File: src/rtl/cnu_serial.sv
// Serial min-sum check-node unit: collects DEG variable-to-check messages, then
// emits DEG check-to-variable messages using min1/min2/idx and the sign product.
module cnu_serial #(
  parameter int DEG = 4,
  parameter int W   = 32
) (
  input  logic         clk,
  input  logic         rst,
  input  logic [W-1:0] q_in,
  input  logic         q_valid,
  output logic         q_ready,
  output logic [W-1:0] r_out,
  output logic         r_valid,
  input  logic         r_ready,
  output logic         r_last,
  output logic         parity_ok,
  output logic         dbg_state
);

  // Handshake: a transfer happens on a rising edge where valid and ready are
  // both high; valid never depends on ready, and held data stays stable.
  localparam int KW = (DEG > 1) ? $clog2(DEG) : 1;
  localparam logic [KW-1:0] LAST   = KW'(DEG - 1);
  localparam logic [W-1:0]  MAXMAG = {1'b0, {(W-1){1'b1}}};
  localparam logic [W-1:0]  MOSTNEG = {1'b1, {(W-1){1'b0}}};

  typedef enum logic {COLLECT = 1'b0, EMIT = 1'b1} state_t;

  state_t         state;
  logic [KW-1:0]  k;
  logic [KW-1:0]  j;
  logic [W-1:0]   min1;
  logic [W-1:0]   min2;
  logic [KW-1:0]  idx;
  logic [DEG-1:0] signs;

  logic [W-1:0] q_mag;
  logic [W-1:0] sel_mag;
  logic         sel_neg;
  logic         sign_prod;

  // The most negative input has no positive counterpart, so it saturates.
  always_comb begin
    q_mag = q_in;
    if (q_in == MOSTNEG)
      q_mag = MAXMAG;
    else if (q_in[W-1])
      q_mag = -q_in;
  end

  always_ff @(posedge clk or negedge rst) begin
    if (!rst) begin
      state <= COLLECT;
      k     <= '0;
      j     <= '0;
      min1  <= MAXMAG;
      min2  <= MAXMAG;
      idx   <= '0;
      signs <= '0;
    end else begin
      case (state)
        COLLECT: begin
          if (q_valid) begin
            signs[k] <= q_in[W-1];
            if (q_mag < min1) begin
              min2 <= min1;
              min1 <= q_mag;
              idx  <= k;
            end else if (q_mag < min2) begin
              min2 <= q_mag;
            end
            if (k == LAST) begin
              k     <= '0;
              state <= EMIT;
            end else begin
              k <= k + 1'b1;
            end
          end
        end
        EMIT: begin
          if (r_ready) begin
            if (j == LAST) begin
              j     <= '0;
              state <= COLLECT;
              min1  <= MAXMAG;
              min2  <= MAXMAG;
              idx   <= '0;
              signs <= '0;
            end else begin
              j <= j + 1'b1;
            end
          end
        end
        default: state <= COLLECT;
      endcase
    end
  end

  // Edge j excludes its own contribution: the owner of min1 gets min2, and
  // XOR-ing s_j back out of the full product leaves the product of the others.
  always_comb begin
    sign_prod = ^signs;
    sel_mag   = (j == idx) ? min2 : min1;
    sel_neg   = sign_prod ^ signs[j];
    r_out     = '0;
    if (state == EMIT && sel_mag != '0)
      r_out = sel_neg ? -sel_mag : sel_mag;
  end

  assign q_ready   = (state == COLLECT);
  assign r_valid   = (state == EMIT);
  assign r_last    = (state == EMIT) && (j == LAST);
  assign parity_ok = ~sign_prod;
  assign dbg_state = state;

endmodule

File: config.mk
export PLATFORM = sky130hd
export DESIGN_NAME = cnu_serial
export DESIGN_NICKNAME = d
export VERILOG_FILES = /design/src/rtl/cnu_serial.sv
export SDC_FILE = /design/constraint.sdc
export NUM_CORES = 1
export LEC_CHECK = 0
export ABC_AREA = 1
export CORE_AREA = 5 5 117 119
export CTS_CLUSTER_SIZE = 10
export DETAILED_ROUTE_END_ITERATION = 12
export DIE_AREA = 0 0 122 124
export PLACE_DENSITY_LB_ADDON = 0.08
export SYNTH_ARGS = -nofsm -noshare
export SYNTH_HDL_FRONTEND = slang
export SYNTH_SLANG_ARGS = --single-unit
File: constraint.sdc
create_clock -name clk -period 5 [get_ports clk]
set_input_delay 1 -clock clk [delete_from_list [all_inputs] [get_ports clk]]
set_output_delay 1 -clock clk [all_outputs]
set_load 0.02 [all_outputs]
== After elaboration in Yosys (flattened, before gate mapping) ==
Index checks and enable logic that the tools add are counted.
Word-level totals
  input port bits: 36
  memories: 0
  ROM bits: 0
  bits in latches: 0
  output and inout port bits: 37
  bits in writable memories: 0
  register bits after elaboration: 75
Cells by class
  shifts and indexed selects: 0
  multipliers: 0
  reductions and logical operators: 10
  divide/modulo/power cells: 0
  mux-type cells: 35
  bitwise gates (word level): 3
  eq/ne operators: 9
  magnitude comparators: 5
  add/subtract/negate cells: 4
Operators with widths (number)
  $mux 32: 12
  $pmux 32 s2: 2
  $lt 32x32->1: 2
  $neg 32->32: 2
  $eq 32x32->1 const B: 1
  $reduce_bool 32->1: 1
  $mux 2: 6
  $mux 4: 3
  $pmux 4 s2: 1
  $reduce_and 4->1: 2
  $lt 2x3->1 const B: 2
  $mux 1: 6
  $add 2x1->2 const B: 2
  $bwmux 4: 1
  $eq 2x2->1 const B: 2
  $ne 2x1->1 const B: 2
  $ne 2x2->1 const B: 2
  $pmux 2 s2: 1
  $reduce_and 2->1: 2
  $reduce_xor 4->1: 1
  $logic_and 1x1->1: 3
  $ne 3x1->1 const B: 1
  $reduce_and 3->1: 1
  $bmux 1 s2: 1
  6 further kinds: 7

== Depth between registers and ports, before layout ==
  depth after elaboration: 8
  mapped depth: 25

== Least setup slack after synthesis ==
Ideal clock, no wire load.
  kind: input to register
  start point: input q_in[0]
  end point: register min1[24]
  data arrival time: 4.327 ns
  buffers on the path: 2
  stages on the path: 24
  slack: 0.594 ns
  cell sequence: inv_1 -> ha_1 -> inv_1 -> nor3_2 -> nand2_2 -> nor2_4 -> nand2_2 -> inv_1 -> buf_1 -> a21oi_1 -> o21ai_0 -> ha_1 -> nand2_1 -> o21ai_0 -> nand3_1 -> nand2_1 -> nand2_1 -> a21oi_1 -> a211oi_1 -> nand3_2 -> nand2_4 -> clkbuf_1 -> o21ai_0 -> o21ai_0
On the way
  cells in the longest elaborated chain, start to end: 6
  elaborated cells between the ends (all ways): 10
  classes of those cells: 1 x add/sub; 1 x order compare; 2 x eq/ne; 5 x mux; 1 x reduce/logical
Ends and longest elaborated chain
  start: declaration: RTL line 9  | input logic [W-1:0] q_in,
  $neg 32->32: RTL line 48  | q_mag = -q_in;
  $mux 32: RTL line 47  | else if (q_in[W-1])
  $mux 32 (*): RTL line 45  | if (q_in == MOSTNEG)
  $lt 32x32->1 or $mux 32 (tied branches): RTL line 65  | if (q_mag < min1) begin
  $ne 2x1->1 (no line) or $mux 32 (tied branches)
  $reduce_and 4->1 (no line) or $pmux 32 s2 (tied branches)
  end signal: assignment: RTL line 67  | min1 <= q_mag;
  end: declaration: RTL line 32  | logic [W-1:0] min1;
Mark *: on every way between the ends. The rest lies on a longest branch, timed or not. The select of a mux whose other input is x is not followed.
A chain may end at the register's enable or synchronous reset.

== Worst setup path in the final report ==
  start point: input q_in[0]
  end point: register min2[31]
On the way
  cells in the longest elaborated chain, start to end: 7
  elaborated cells between the ends (all ways): 12
  classes of those cells: 1 x add/sub; 2 x order compare; 2 x eq/ne; 6 x mux; 1 x reduce/logical
Ends and longest elaborated chain
  $neg 32->32: RTL line 48
  $mux 32: RTL line 47
  $mux 32 (*): RTL line 45
  $lt 32x32->1 or $mux 32 (tied branches): RTL line 65, 69
  $mux 32: RTL line 65
  $mux 32: RTL line 63  | if (q_valid) begin
  $pmux 32 s2: RTL line 61  | case (state)
  end signal: assignment: RTL line 66  | min2 <= min1;
  end signal: assignment: RTL line 70  | min2 <= q_mag;
  end: declaration: RTL line 33  | logic [W-1:0] min2;
Marks and branches as above.

==> key figures <==
Route
  – Vias per cell: 5.591
  – Initial detailed-routing violation count: approximately 670
  – Drt pass-1 iters: 5
  – Vias post-DR: around 7900
  – WL per Instance: around 15 um
  – Routed Antenna Nets: 0
  – Final wirelength: 21060 um
  – Drt drc: 0

Floorplanning
  – DIE WIDTH: around 120 um
  – Initial Util: around 62%
  – Core ar.: roughly 12000 um^2
  – Row count: just over 40
  – I/O Pins: 73
  – Die H: 124 um
  – Die ar.: between 15000 and 20000 um^2

Yosys
  – Top FF cell, synth: dfstp_2
  – Netlist cell types: 50
  – Top post-synthesis cells by area: dfstp_2, nand2_1, ha_1, nand3_1, o21ai_0
  – Sequential area share after synthesis: 25.18%
  – Synth warn: 0
  – Cells after Synth: between 1000 and 1500
  – Number of synthesized flops with an enable pin: 0
  – Post-synth top area cell: dfstp_2
  – Yosys reg bits: between 70 and 80
  – Cell Area, Synth: 7762 um^2
  – Mean Syn Cell Area: 6.578 um^2
  – Async S/R FF share, synth: 100.0%
  – Syn Nets: about 1300
  – Yosys top cell area share: around a fifth

Setup path
  – WP buf/inv: 4
  – CP arrival: 4870 ps
  – Startpoint types: primary input
  – Critical path endpoint category: flip-flop
  – Setup CP Type: primary input to flip-flop
  – Worst EP required: 5220 ps
  – CP max stage delay: around 420 ps
  – Cell family with most CP delay: simple AND/OR/NAND/NOR gates
  – Crit Path Max Fanout: 32
  – Cell mode on critical path: nand2_1
  – Slowest cell on crit path: clkdlybuf4s50_1
  – Critical-path cell list: clkdlybuf4s50_1, inv_1, ha_1, inv_1, nor3_2, nand2_2, nor2_4, nand2_1, nor4_1, nor2_1, nand2_1, nand3_1, ha_1, nand2_1, or3_1, nor4_1, nand2_1, nand2_1, nand3_1, buf_12, nand3_1, nand2_1
  – R2r setup slk: around 2400 ps

Placement
  – GPL Wtd Cong: 0.9841
  – Port Buffer Count: slightly above 70
  – Placement Setup Slack: -18.49 ps
  – Detail Placement HPWL: between 15000 and 20000 um

STA
  – Count of pins over their slew limit: 0
  – Slew @ Worst Pin: 956.9 ps
  – Slew HR: a little over a third
  – Period utilization: 92.90%
  – WHS: ~480 ps
  – RSZ-0062 raised after global routing: false
  – Setup TNS: 0 ps
  – Final Hold Fails: 0
  – Achievable Freq: about 220 MHz
  – Min Clock Period, post-route: 4645 ps
  – Final setup margin: between 300 and 400 ps
  – Final setup vio count: 0
  – Clock Skew: ~6.4 ps

Final layout
  – Final net count: ~1300
  – N_diodes: 0
  – Most common cell after layout, fill and taps aside: nand2_1
  – Commonest cells after routing, fill and taps aside: nand2_1, inv_1, nand3_1
  – Layout cell share with drive strength beyond 1: between 10% and 20%
  – Layout area overhead: 15.81%

GRT
  – Vias in the first global route: 7235
  – Global-route wire length before repair: 35690 um
  – Initial antenna violation count: 0
  – Largest net degree at the start of global routing: 64
  – Gr ovfl total: 0
  – Total GRT Usage: between 20 and 30%

CTS
  – Post-cts hold buffer count: 0
  – Clk slew on worst S/H paths: about 60 ps
  – TritonCTS buffer count: 9
  – Clk_lat worst skew: about 330 ps
  – Clk sinks: between 70 and 80
  – Post-CTS sizing: 0
  – CTS tree: done
  – H-tree depth: 3
  – Clock Path Buffers: 2
  – Postcts setup bufs: 0
  – Clock Root Buffer: clkbuf_16

Run
  – Max-cap violations: 0

Run status
  – Run status: completed

Worst hold path
  – HP Class: flip-flop to flip-flop
==> worst register-to-register path: stages (launching register included) <==
cell      delay, ps
dfstp_2         560
inv_1            60
ha_1            300
a21oi_1         140
o21ai_0         110
nand3_1          90
nand2_1          70
nand2_1          70
a21oi_1          90
a211oi_4        220
nand3_2         170
nand2_4         110
buf_12          220
o21ai_0         150
o21ai_0         120
==> Yosys cell counts, drive strengths merged (6+ instances only) <==
cell,number
nor3,9
clkbuf,24
xnor2,9
o21ai,145
dfstp,62
ha,69
nand4,10
a21oi,63
buf,27
nor2,108
nor4,8
xor2,19
a211oi,6
dfrtp,13
nand3,141
nand2,287
inv,157
==> path summary, 6_finish.rpt <==
kind                       startpoint       end  cells past startpoint
setup / recovery              q_in[0]  min2[31]                     22
hold / removal               min2[13]  min2[13]                      2
setup reg to reg             min1[17]   min1[7]                     14
hold reg to reg              min2[13]  min2[13]                      2
max in group asynchronous         rst  min1[26]                      2
min in group asynchronous         rst      j[0]                      1
==> cell type report <==
| class | count | area [um^2] |
|---|---|---|
| Clock buffer | 15 | 267.8 |
| Fill cell | 1079 | 3476 |
| Inverter | 159 | 603.1 |
| Multi-Input combinational cell | 895 | 4951 |
| Sequential cell | 75 | 1954 |
| Tap cell | 172 | 215.2 |
| Timing Repair Buffer | 103 | 998.5 |
==> routing by layer <==
metal	track usage (%)	vias up	share of wire (%)
met5	0	-	0
met4	7.563	0	1.5
met3	4.632	26	8.8
met2	45.75	323	44
met1	42.26	3591	46
li1	-	3994	-
==> per-stage QoR <==
step                area [um^2]  instances  util (%)
finish                     8990       1419     72.12
detailed placement         8706       1404     69.84
global placement           8706       1404     69.84
global route               8990       1419     72.12
CTS                        8974       1419     71.99
floorplan                  7762       1180         -
==> cells by family (layout without fill, tap and decap cells) <==
group,after synthesis,after routing,share of synthesized area (%)
simple gates,574,574,33.40
compound gates,224,224,15.81
buf+inv,210,277,11.33
flops,75,75,25.18
fa+ha+maj,69,69,11.12
xor+xnor,28,28,3.159
==> state kept, by name, indices dropped and copies added, names as in the netlist <==
name	count
min1	32
dbg_state	1
j	2
k	2
signs	4
min2	32
idx	2
Power is not shown: default switching activity piles up to over one toggle a cycle in this logic, so the estimate is an artifact.
